File: src/rtl/bus_host_arbiter.sv
// bus_host_arbiter: round-robin sharing of one device port between hosts, with in-order response routing
module bus_host_arbiter #(
  parameter int NrHosts        = 2,
  parameter int DataWidth      = 32,
  parameter int AddrWidth      = 32,
  parameter int MaxOutstanding = 2
) (
  input  logic                                 clk_i,
  input  logic                                 rst_i,
  input  logic [NrHosts-1:0]                   host_req_i,
  output logic [NrHosts-1:0]                   host_gnt_o,
  input  logic [NrHosts-1:0][AddrWidth-1:0]    host_addr_i,
  input  logic [NrHosts-1:0]                   host_we_i,
  input  logic [NrHosts-1:0][DataWidth/8-1:0]  host_be_i,
  input  logic [NrHosts-1:0][DataWidth-1:0]    host_wdata_i,
  output logic [NrHosts-1:0]                   host_rvalid_o,
  output logic [DataWidth-1:0]                 host_rdata_o,
  output logic [NrHosts-1:0]                   host_err_o,
  output logic                                 dev_req_o,
  input  logic                                 dev_gnt_i,
  output logic [AddrWidth-1:0]                 dev_addr_o,
  output logic                                 dev_we_o,
  output logic [DataWidth/8-1:0]               dev_be_o,
  output logic [DataWidth-1:0]                 dev_wdata_o,
  input  logic                                 dev_rvalid_i,
  input  logic [DataWidth-1:0]                 dev_rdata_i,
  input  logic                                 dev_err_i
);
  localparam int HW = $clog2(NrHosts);
  localparam int PW = MaxOutstanding > 1 ? $clog2(MaxOutstanding) : 1;
  localparam int CW = $clog2(MaxOutstanding + 1);
  typedef enum logic {IDLE, LOCKED} state_t;
  state_t state_q, state_d;
  logic [HW-1:0] rr_ptr, lock_id, winner, head;
  logic [HW-1:0] fifo [MaxOutstanding];
  logic [PW-1:0] wptr, rptr;
  logic [CW-1:0] count;
  logic full, empty, hs, pop, any_req;
  assign full    = count == CW'(MaxOutstanding);
  assign empty   = count == '0;
  assign head    = fifo[rptr];
  assign any_req = state_q == LOCKED || |host_req_i;
  // Scan from the highest offset down so the host nearest rr_ptr wins last.
  always_comb begin
    winner = state_q == LOCKED ? lock_id : rr_ptr;
    if (state_q == IDLE)
      for (int i = NrHosts - 1; i >= 0; i--)
        if (host_req_i[HW'((int'(rr_ptr) + i) % NrHosts)]) winner = HW'((int'(rr_ptr) + i) % NrHosts);
  end
  always_comb begin
    state_d = hs ? IDLE : dev_req_o ? LOCKED : state_q;
  end
  assign dev_req_o     = !rst_i && any_req && !full;
  assign hs            = dev_req_o && dev_gnt_i;
  assign pop           = !rst_i && dev_rvalid_i && !empty;
  assign host_gnt_o    = hs ? NrHosts'(1) << winner : '0;
  assign host_rvalid_o = pop ? NrHosts'(1) << head : '0;
  assign host_err_o    = pop && dev_err_i ? NrHosts'(1) << head : '0;
  assign host_rdata_o  = dev_rdata_i;
  assign dev_addr_o    = rst_i ? '0 : host_addr_i[winner];
  assign dev_we_o      = !rst_i && host_we_i[winner];
  assign dev_be_o      = rst_i ? '0 : host_be_i[winner];
  assign dev_wdata_o   = rst_i ? '0 : host_wdata_i[winner];
  always_ff @(posedge clk_i) begin
    if (rst_i) begin
      state_q <= IDLE;
      rr_ptr  <= '0;
      lock_id <= '0;
      wptr    <= '0;
      rptr    <= '0;
      count   <= '0;
    end else begin
      state_q <= state_d;
      if (dev_req_o && !dev_gnt_i) lock_id <= winner;
      if (hs) begin
        wptr   <= wptr == PW'(MaxOutstanding - 1) ? '0 : wptr + 1'b1;
        rr_ptr <= winner == HW'(NrHosts - 1) ? '0 : winner + 1'b1;
      end
      if (pop) rptr <= rptr == PW'(MaxOutstanding - 1) ? '0 : rptr + 1'b1;
      count <= count + CW'(hs) - CW'(pop);
    end
  end
  always_ff @(posedge clk_i) begin
    if (hs) fifo[wptr] <= winner;
  end
  assert property (@(posedge clk_i) disable iff (rst_i) state_q == LOCKED |-> host_req_i[lock_id])
    else $error("locked host dropped its request before grant");
  assert property (@(posedge clk_i) disable iff (rst_i) dev_rvalid_i |-> !empty)
    else $warning("dev_rvalid_i with no outstanding transaction was dropped");
endmodule

File: config.mk
export PLATFORM = sky130hd
export DESIGN_NAME = bus_host_arbiter
export DESIGN_NICKNAME = d
export VERILOG_FILES = /design/src/rtl/bus_host_arbiter.sv
export SDC_FILE = /design/constraint.sdc
export NUM_CORES = 1
export LEC_CHECK = 0
export BUFFER_PORTS_ARGS = -buffer_cell sky130_fd_sc_hd__buf_2
export CORE_AREA = 3 3 108 110
export CTS_CLUSTER_SIZE = 28
export DETAILED_ROUTE_END_ITERATION = 7
export DIE_AREA = 0 0 111 113
export PLACE_DENSITY = 0.61
export SYNTH_ARGS = -nofsm -noshare
export SYNTH_HDL_FRONTEND = slang
export SYNTH_SLANG_ARGS = --single-unit
File: constraint.sdc
create_clock -name clk_i -period 2.8 [get_ports clk_i]
set_clock_uncertainty 0.15 [all_clocks]
set_input_delay 0.42 -clock clk_i [delete_from_list [all_inputs] [get_ports clk_i]]
set_output_delay 0.42 -clock clk_i [all_outputs]
set_load 0.05 [all_outputs]
==> results.py, run 1 <==
metrics = {
    "drt": {
        "drc": 0,
        "drt-pass1-iter-count": 4,
        "wl_per_cell_um": 11.63,
        "totalWireLength_um": 7244,
        "via_count": 2598,
        "first_iter_violations": 90,
        "via_per_inst": 4.170,
        "ant_nets": 0,
    },
    "clocking": {
        "cts_resized": 0,
        "clkSinkCount": 10,
        "numCtsBuffers": 3,
        "htreeDepth": 1,
        "clk_pin_slew_worst_paths_ns": 0.05,
        "cts_buffer_depth": 2,
        "postCtsHoldBufs": 0,
        "clock_latency_ns": 0.23,
        "cts_tree": "done",
        "cts_setup_buffers": 0,
        "cts_root_buf": "clkbuf_8",
    },
    "sta": {
        "period_share_pct": 89.74,
        "final_hold_viol_count": 0,
        "fmax_mhz": 398.0,
        "tightest_slew_ns": 0.4938,
        "rsz0062_at_grt": "false",
        "period_needed_ns": 2.513,
        "finalMaxSlewViolations": 0,
        "slew_headroom_pct": 66.73,
        "setup-violations-final": 0,
        "setup_tns_ns": 0,
    },
    "job": {
        "cap_violations": 0,
    },
    "worst_setup_path": {
        "end_kind": "output pin",
        "r2r_start": "state_q$_SDFFE_PP0N_",
        "start_kind": "flip-flop",
        "cp.arrival_ns": 1.94,
        "cp_max_fo": 40,
        "crit_start": "state_q$_SDFFE_PP0N_",
        "crit_required_ns": 2.23,
        "worstRegToRegCells": 6,
        "worst-setup-path-type": "reg2out",
    },
    "floorplan": {
        "io_pins": 285,
        "fp.dieW_um": 111,
        "dieHeight_um": 113,
        "die-area_sq_um": 12540,
        "num_rows": 38,
        "initial_core_util_pct": 15.45,
        "core_area_sq_um": 10790,
    },
    "cells_and_area": {
        "drive_gt1_share_pct": 47.83,
        "num-fill-cells": 1242,
        "multi_input_area_sq_um": 1116,
        "area_growth_pct": 64.29,
        "ff_latch_area_sq_um": 220.2,
        "diodes": 0,
        "final_common_cell": "buf_2",
        "nets": 663,
        "final_cell_mix": "buf_2 (220), nand2_1 (139), a21oi_1 (70)",
    },
    "placement": {
        "io_buffers": 220,
        "dp.final_hpwl_um": 5804,
        "gp_congestion": 0.7342,
    },
    "power_and_ir_drop": {
        "power.leakage_nw": 1.620,
        "swShare_pct": 58.66,
        "power.switching_w": 0.0007673,
        "p_int_w": 0.0005409,
        "p_per_area_nw_per_um2": 477.4,
        "comb_power_share_pct": 74.7,
        "pwr-share-clk_pct": 11.3,
        "vdd_drop_max_mv": 0.1720,
        "finalPower_w": 0.001308,
        "power_frac_seq_pct": 14.0,
    },
    "global_routing": {
        "grtUsageTotal_pct": 10.44,
        "grt_max_degree": 83,
        "globalRouteOverflowTotal": 0,
        "antenna_found_initial": 0,
        "grt_pass1_vias": 2375,
        "grt_pass1_wl_um": 11100,
    },
    "yosys": {
        "synthCells": 310,
        "synth.ff_latch_count": 10,
        "synth.yosys.seq_area_share_pct": 13.20,
        "synth_area_per_cell_sq_um": 5.380,
        "synth.top_cell.area_share_pct": 31.28,
        "synth_warnings": 0,
        "syn_area_sq_um": 1668,
        "yosysUniqueCellTypes": 23,
        "syn_nets": 489,
        "yosys-top-cells-area": "nand2_1 (31%), a21oi_1 (21%), buf_4 (14%), dfxtp_1 (9.6%), clkbuf_1 (5.0%)",
        "synth_top_cell_by_area": "nand2_1",
    },
    "hold_path": {
        "hold_path_class": "reg2reg",
        "hold_depth": 2,
        "hold_start": "lock_id$_SDFFE_PP0P_",
    },
    "run_status": {
        "status": "complete, no violations",
    },
}
## cell families after synthesis
group | share of synthesized area [%]
xor gates and xnor gates | 1.576
and+or+nand+nor | 38.11
buffers and inverters | 20.40
DFF | 13.20
AOI/OAI and AO/OA | 21.31
adders and majority gates | 1.500
muxes | 3.901
## registers in the layout, summed over array words and instances (netlist names), named ones only
| signal | flops |
|---|---|
| count | 2 |
| fifo | 2 |
| lock_id | 1 |
| rptr | 1 |
| rr_ptr | 1 |
| state_q | 1 |
| wptr | 1 |
## cell usage after synthesis
library cell	n
xor2_1	2
xnor2_1	1
inv_1	1
nand2_1	139
o21ai_0	1
inv_2	1
or4_1	1
clkbuf_1	22
nor2_1	7
buf_4	32
or4b_1	1
mux2i_2	1
buf_2	2
edfxtp_1	2
nor2b_1	2
ha_1	2
nand2b_1	3
dfxtp_1	8
mux2_2	1
and3_1	3
nor3_1	4
mux2i_1	4
a21oi_1	70
## power groups by stage
stage                     Combinational (W)  Sequential [W]  Clock, W
after floorplan                    0.000827        0.000181         0
after detailed placement           0.000987        0.000186         0
after global placement             0.000988        0.000185         0
after global routing                0.00106        0.000186  0.000167
after CTS                          0.000990        0.000184  0.000153
final                              0.000977        0.000183  0.000147
## final timing paths
path / to / slack [ns]
worst min-delay path: lock_id$_SDFFE_PP0P_ / 0.36
worst max-delay path: dev_addr_o[0] / 0.29
worst min register to register: lock_id$_SDFFE_PP0P_ / 0.36
worst max register to register: count[0]$_SDFF_PP0_ / 0.57
## final cells by class
type,instances,area share [%]
Tap cell,140,6.393
Timing Repair Buffer,225,42.92
Multi-Input combinational cell,242,40.73
Sequential cell,10,8.037
Inverter,2,0.2740
Clock inverter,1,0.1370
Clock buffer,3,1.507
## worst max-delay path: stages (launching register included)
cell and delay (ns):
dfxtp_1 0.43, mux2i_4 0.29, buf_4 0.39, nand2_1 0.11, a21oi_1 0.16, buf_2 0.29
## per-stage QoR
step | cell area (sq um) | hold WS, ns | std cells | setup slack [ns] | utilization (%)
floorplan | 1668 | 0.2961 | 310 | 0.3341 | -
global placement | 2695 | 0.3342 | 619 | 0.5436 | 24.97
detailed placement | 2695 | 0.3310 | 619 | 0.5157 | 24.97
CTS | 2740 | 0.3634 | 623 | 0.2642 | 25.39
global route | 2740 | 0.4024 | 623 | 0.1333 | 25.39
finish | 2740 | 0.3588 | 623 | 0.2874 | 25.39
## routing by layer
metal,up-vias,part of all wire (%),global-route usage (%)
met2,170,50,19.54
met4,0,2.9,3.777
li1,1311,-,-
met3,18,12,3.476
met1,1099,35,10.86
met5,-,0,0
No activity file was read; power rests on OpenSTA's default activity.
==> run 2, diff against run 1 <==
Settings changed: CORE_AREA 3 3 108 110 to 3 3 111 113, CTS_CLUSTER_SIZE 28 to 8, DIE_AREA 0 0 111 113 to 0 0 114 116.
Clock period 2.8 ns to 2 ns, I/O delays scaled along.
==> run 2 against run 1 <==
Compared with the run above: power grew 120%; flip-flop and latch count stayed put; the flow now finishes with violations (setup timing); sequential share of layout area is 3.0 points lower; die area is 5.4% higher; via count grew 7.6%; non-clock buffer count rose by 18; cell area rose by 64%; cell count increased by 3.2%; combinational power up 130%; register-to-register slack worse by 0.52 ns; largest cell class is now multi-input gates; sequential power grew 42%.
==> results.py, run 2 (synthesized netlist as in run 1, its figures left out) <==
metrics = {
    "run_status": {
        "status": "finished with violations",
        "violations": "setup timing",
    },
    "drt": {
        "first_iter_violations": 57,
        "drt-pass1-iter-count": 4,
        "via_count": 2796,
        "drc": 0,
        "totalWireLength_um": 9508,
        "via_per_inst": 4.348,
        "ant_nets": 0,
        "wl_per_cell_um": 14.79,
    },
    "clocking": {
        "cts_tree": "done",
        "clock_latency_ns": 0.23,
        "clk_pin_slew_worst_paths_ns": 0.04,
        "numCtsBuffers": 3,
        "clkSinkCount": 10,
        "cts_root_buf": "clkbuf_16",
        "cts_buffer_depth": 2,
        "htreeDepth": 1,
    },
    "cells_and_area": {
        "diodes": 0,
        "nets": 681,
        "drive_gt1_share_pct": 74.40,
        "final_area_sq_um": 4497,
        "num-fill-cells": 1138,
        "area_growth_pct": 169.6,
        "final_util_pct": 39.38,
        "ff_latch_area_sq_um": 225.2,
        "reg_top3": "count: 2 flops, fifo: 2 flops",
        "final_common_cell": "buf_2",
        "final_cell_mix": "buf_2 (148), nand2_1 (92), buf_6 (71)",
        "multi_input_area_sq_um": 2042,
    },
    "power_and_ir_drop": {
        "power.leakage_nw": 2.009,
        "p_per_area_nw_per_um2": 637.2,
        "vdd_drop_max_mv": 0.3542,
        "finalPower_w": 0.002865,
    },
    "worst_setup_path": {
        "cp.arrival_ns": 1.67,
        "crit_slowest_cell": "dfxtp_4",
        "worstPathCellList": "mux2i_4 > buf_6 > clkbuf_16 > nand2_1 > a21oi_4 > buf_6",
        "r2r_start": "state_q$_SDFFE_PP0N_",
        "start_kind": "flip-flop",
        "cp_top_family": "buffers and inverters",
        "end_kind": "output pin",
        "worst-setup-path-type": "reg2out",
        "slowest_delay_ns": 0.37,
        "worstRegToRegCells": 7,
        "crit_top_cell": "buf_6",
        "worstPathBufferInverterCount": 3,
        "cp_max_fo": 14,
        "r2r_slack_ns": 0.05,
        "crit_required_ns": 1.55,
        "timing.rr.end": "count[1]$_SDFF_PP0_",
    },
    "sta": {
        "fmax_mhz": 471.8,
        "final_hold_viol_count": 0,
        "rsz0062_at_grt": "true",
        "period_needed_ns": 2.119,
        "tightest_slew_ns": 0.4812,
        "finalMaxSlewViolations": 0,
        "layout_setup_ws_ns": -0.1193,
        "setup_tns_ns": -6.549,
        "setup-violations-final": 71,
        "period_share_pct": 106.0,
        "slew_headroom_pct": 67.92,
    },
    "global_routing": {
        "grt_pass1_vias": 2643,
        "antenna_found_initial": 0,
        "grt_pass1_wl_um": 12110,
        "globalRouteOverflowTotal": 0,
        "grtUsageTotal_pct": 10.89,
        "grt_max_degree": 41,
    },
    "hold_path": {
        "hold_start": "dev_gnt_i",
        "hold_depth": 3,
        "min_to": "state_q$_SDFFE_PP0N_",
        "hold_path_class": "in2reg",
    },
    "placement": {
        "place_ws_ns": 0.003053,
        "dp.final_hpwl_um": 6497,
        "place_area_sq_um": 3565,
        "gp_congestion": 0.7336,
        "io_buffers": 220,
    },
    "floorplan": {
        "dieHeight_um": 116,
        "initial_core_util_pct": 14.61,
        "fp.dieW_um": 114,
        "num_rows": 39,
        "die-area_sq_um": 13220,
        "io_pins": 285,
        "core_area_sq_um": 11420,
    },
    "job": {
        "cap_violations": 0,
    },
}
==> run 2: cell types whose count changed in the layout (fill, tap and decap cells not counted), moves of 3 or more <==
cell	delta
a21oi_1	-69
a21oi_4	+67
buf_12	+5
buf_2	-72
buf_4	+3
buf_6	+71
buf_8	+5
clkbuf_16	+8
clkbuf_8	-3
nand2_1	-47
nand2_2	+42
nand2_4	+5
==> run 2: where the power goes <==
| part | total [W] | internal, W | switching [W] |
|---|---|---|---|
| logic | 0.00226 | 0.000908 | 0.00136 |
| clock network | 0.000342 | 0.000258 | 0.0000833 |
| registers | 0.000260 | 0.000236 | 0.0000239 |
| total | 0.00287 | 0.00140 | 0.00146 |
==> run 2: layout make-up <==
cell class | count | area share (%)
clock buffers | 3 | 1.669
inverters | 2 | 0.2226
flip-flops and latches | 10 | 5.008
repair buffers | 243 | 43.71
well taps | 143 | 3.979
multi-input cells | 242 | 45.41
==> run 2: through the flow <==
step / std cells / hold slack, ns
3_5_place_dp: 628 / 0.3308
5_1_grt: 643 / 0.2995
3_3_place_gp: 628 / 0.3189
2_1_floorplan: 310 / 0.2961
4_1_cts: 635 / 0.2757
6_report: 643 / 0.2747
==> run 2: repair_timing <==
action | 4_1_cts | 5_1_grt
resized for setup | 152 | 60
setup buffers | 3 | 0
pin swaps | 0 | 13
cloned | 1 | 8
setup endpoints to repair | 72 | 73
hold buffers | 0 | 0
==> run 2: worst max-delay path by stage <==
stage / end / cells past startpoint / start / slack, ns
floorplan: host_rvalid_o[0] / 3 / rst_i / -0.27
global placement: count[0]$_SDFF_PP0_ / 6 / state_q$_SDFFE_PP0N_ / 0.04
detailed placement: count[0]$_SDFF_PP0_ / 6 / state_q$_SDFFE_PP0N_ / 0.003
CTS: dev_wdata_o[30] / 6 / state_q$_SDFFE_PP0N_ / -0.12
global route: dev_wdata_o[30] / 6 / state_q$_SDFFE_PP0N_ / -0.16
finish: dev_wdata_o[20] / 6 / state_q$_SDFFE_PP0N_ / -0.12
==> run 2: per-layer routing <==
metal / up-vias / GRT usage (%) / routed length [um]
li1: 1351 / - / -
met1: 1302 / 13.14 / 3705
met2: 131 / 20.77 / 5116
met3: 12 / 1.358 / 612
met4: 0 / 1.979 / 74
met5: - / 0 / 0
==> run 2: worst min-delay path: stages <==
cell	delay (ns)
buf_2	0.09
or4_1	0.15
a21oi_1	0.07
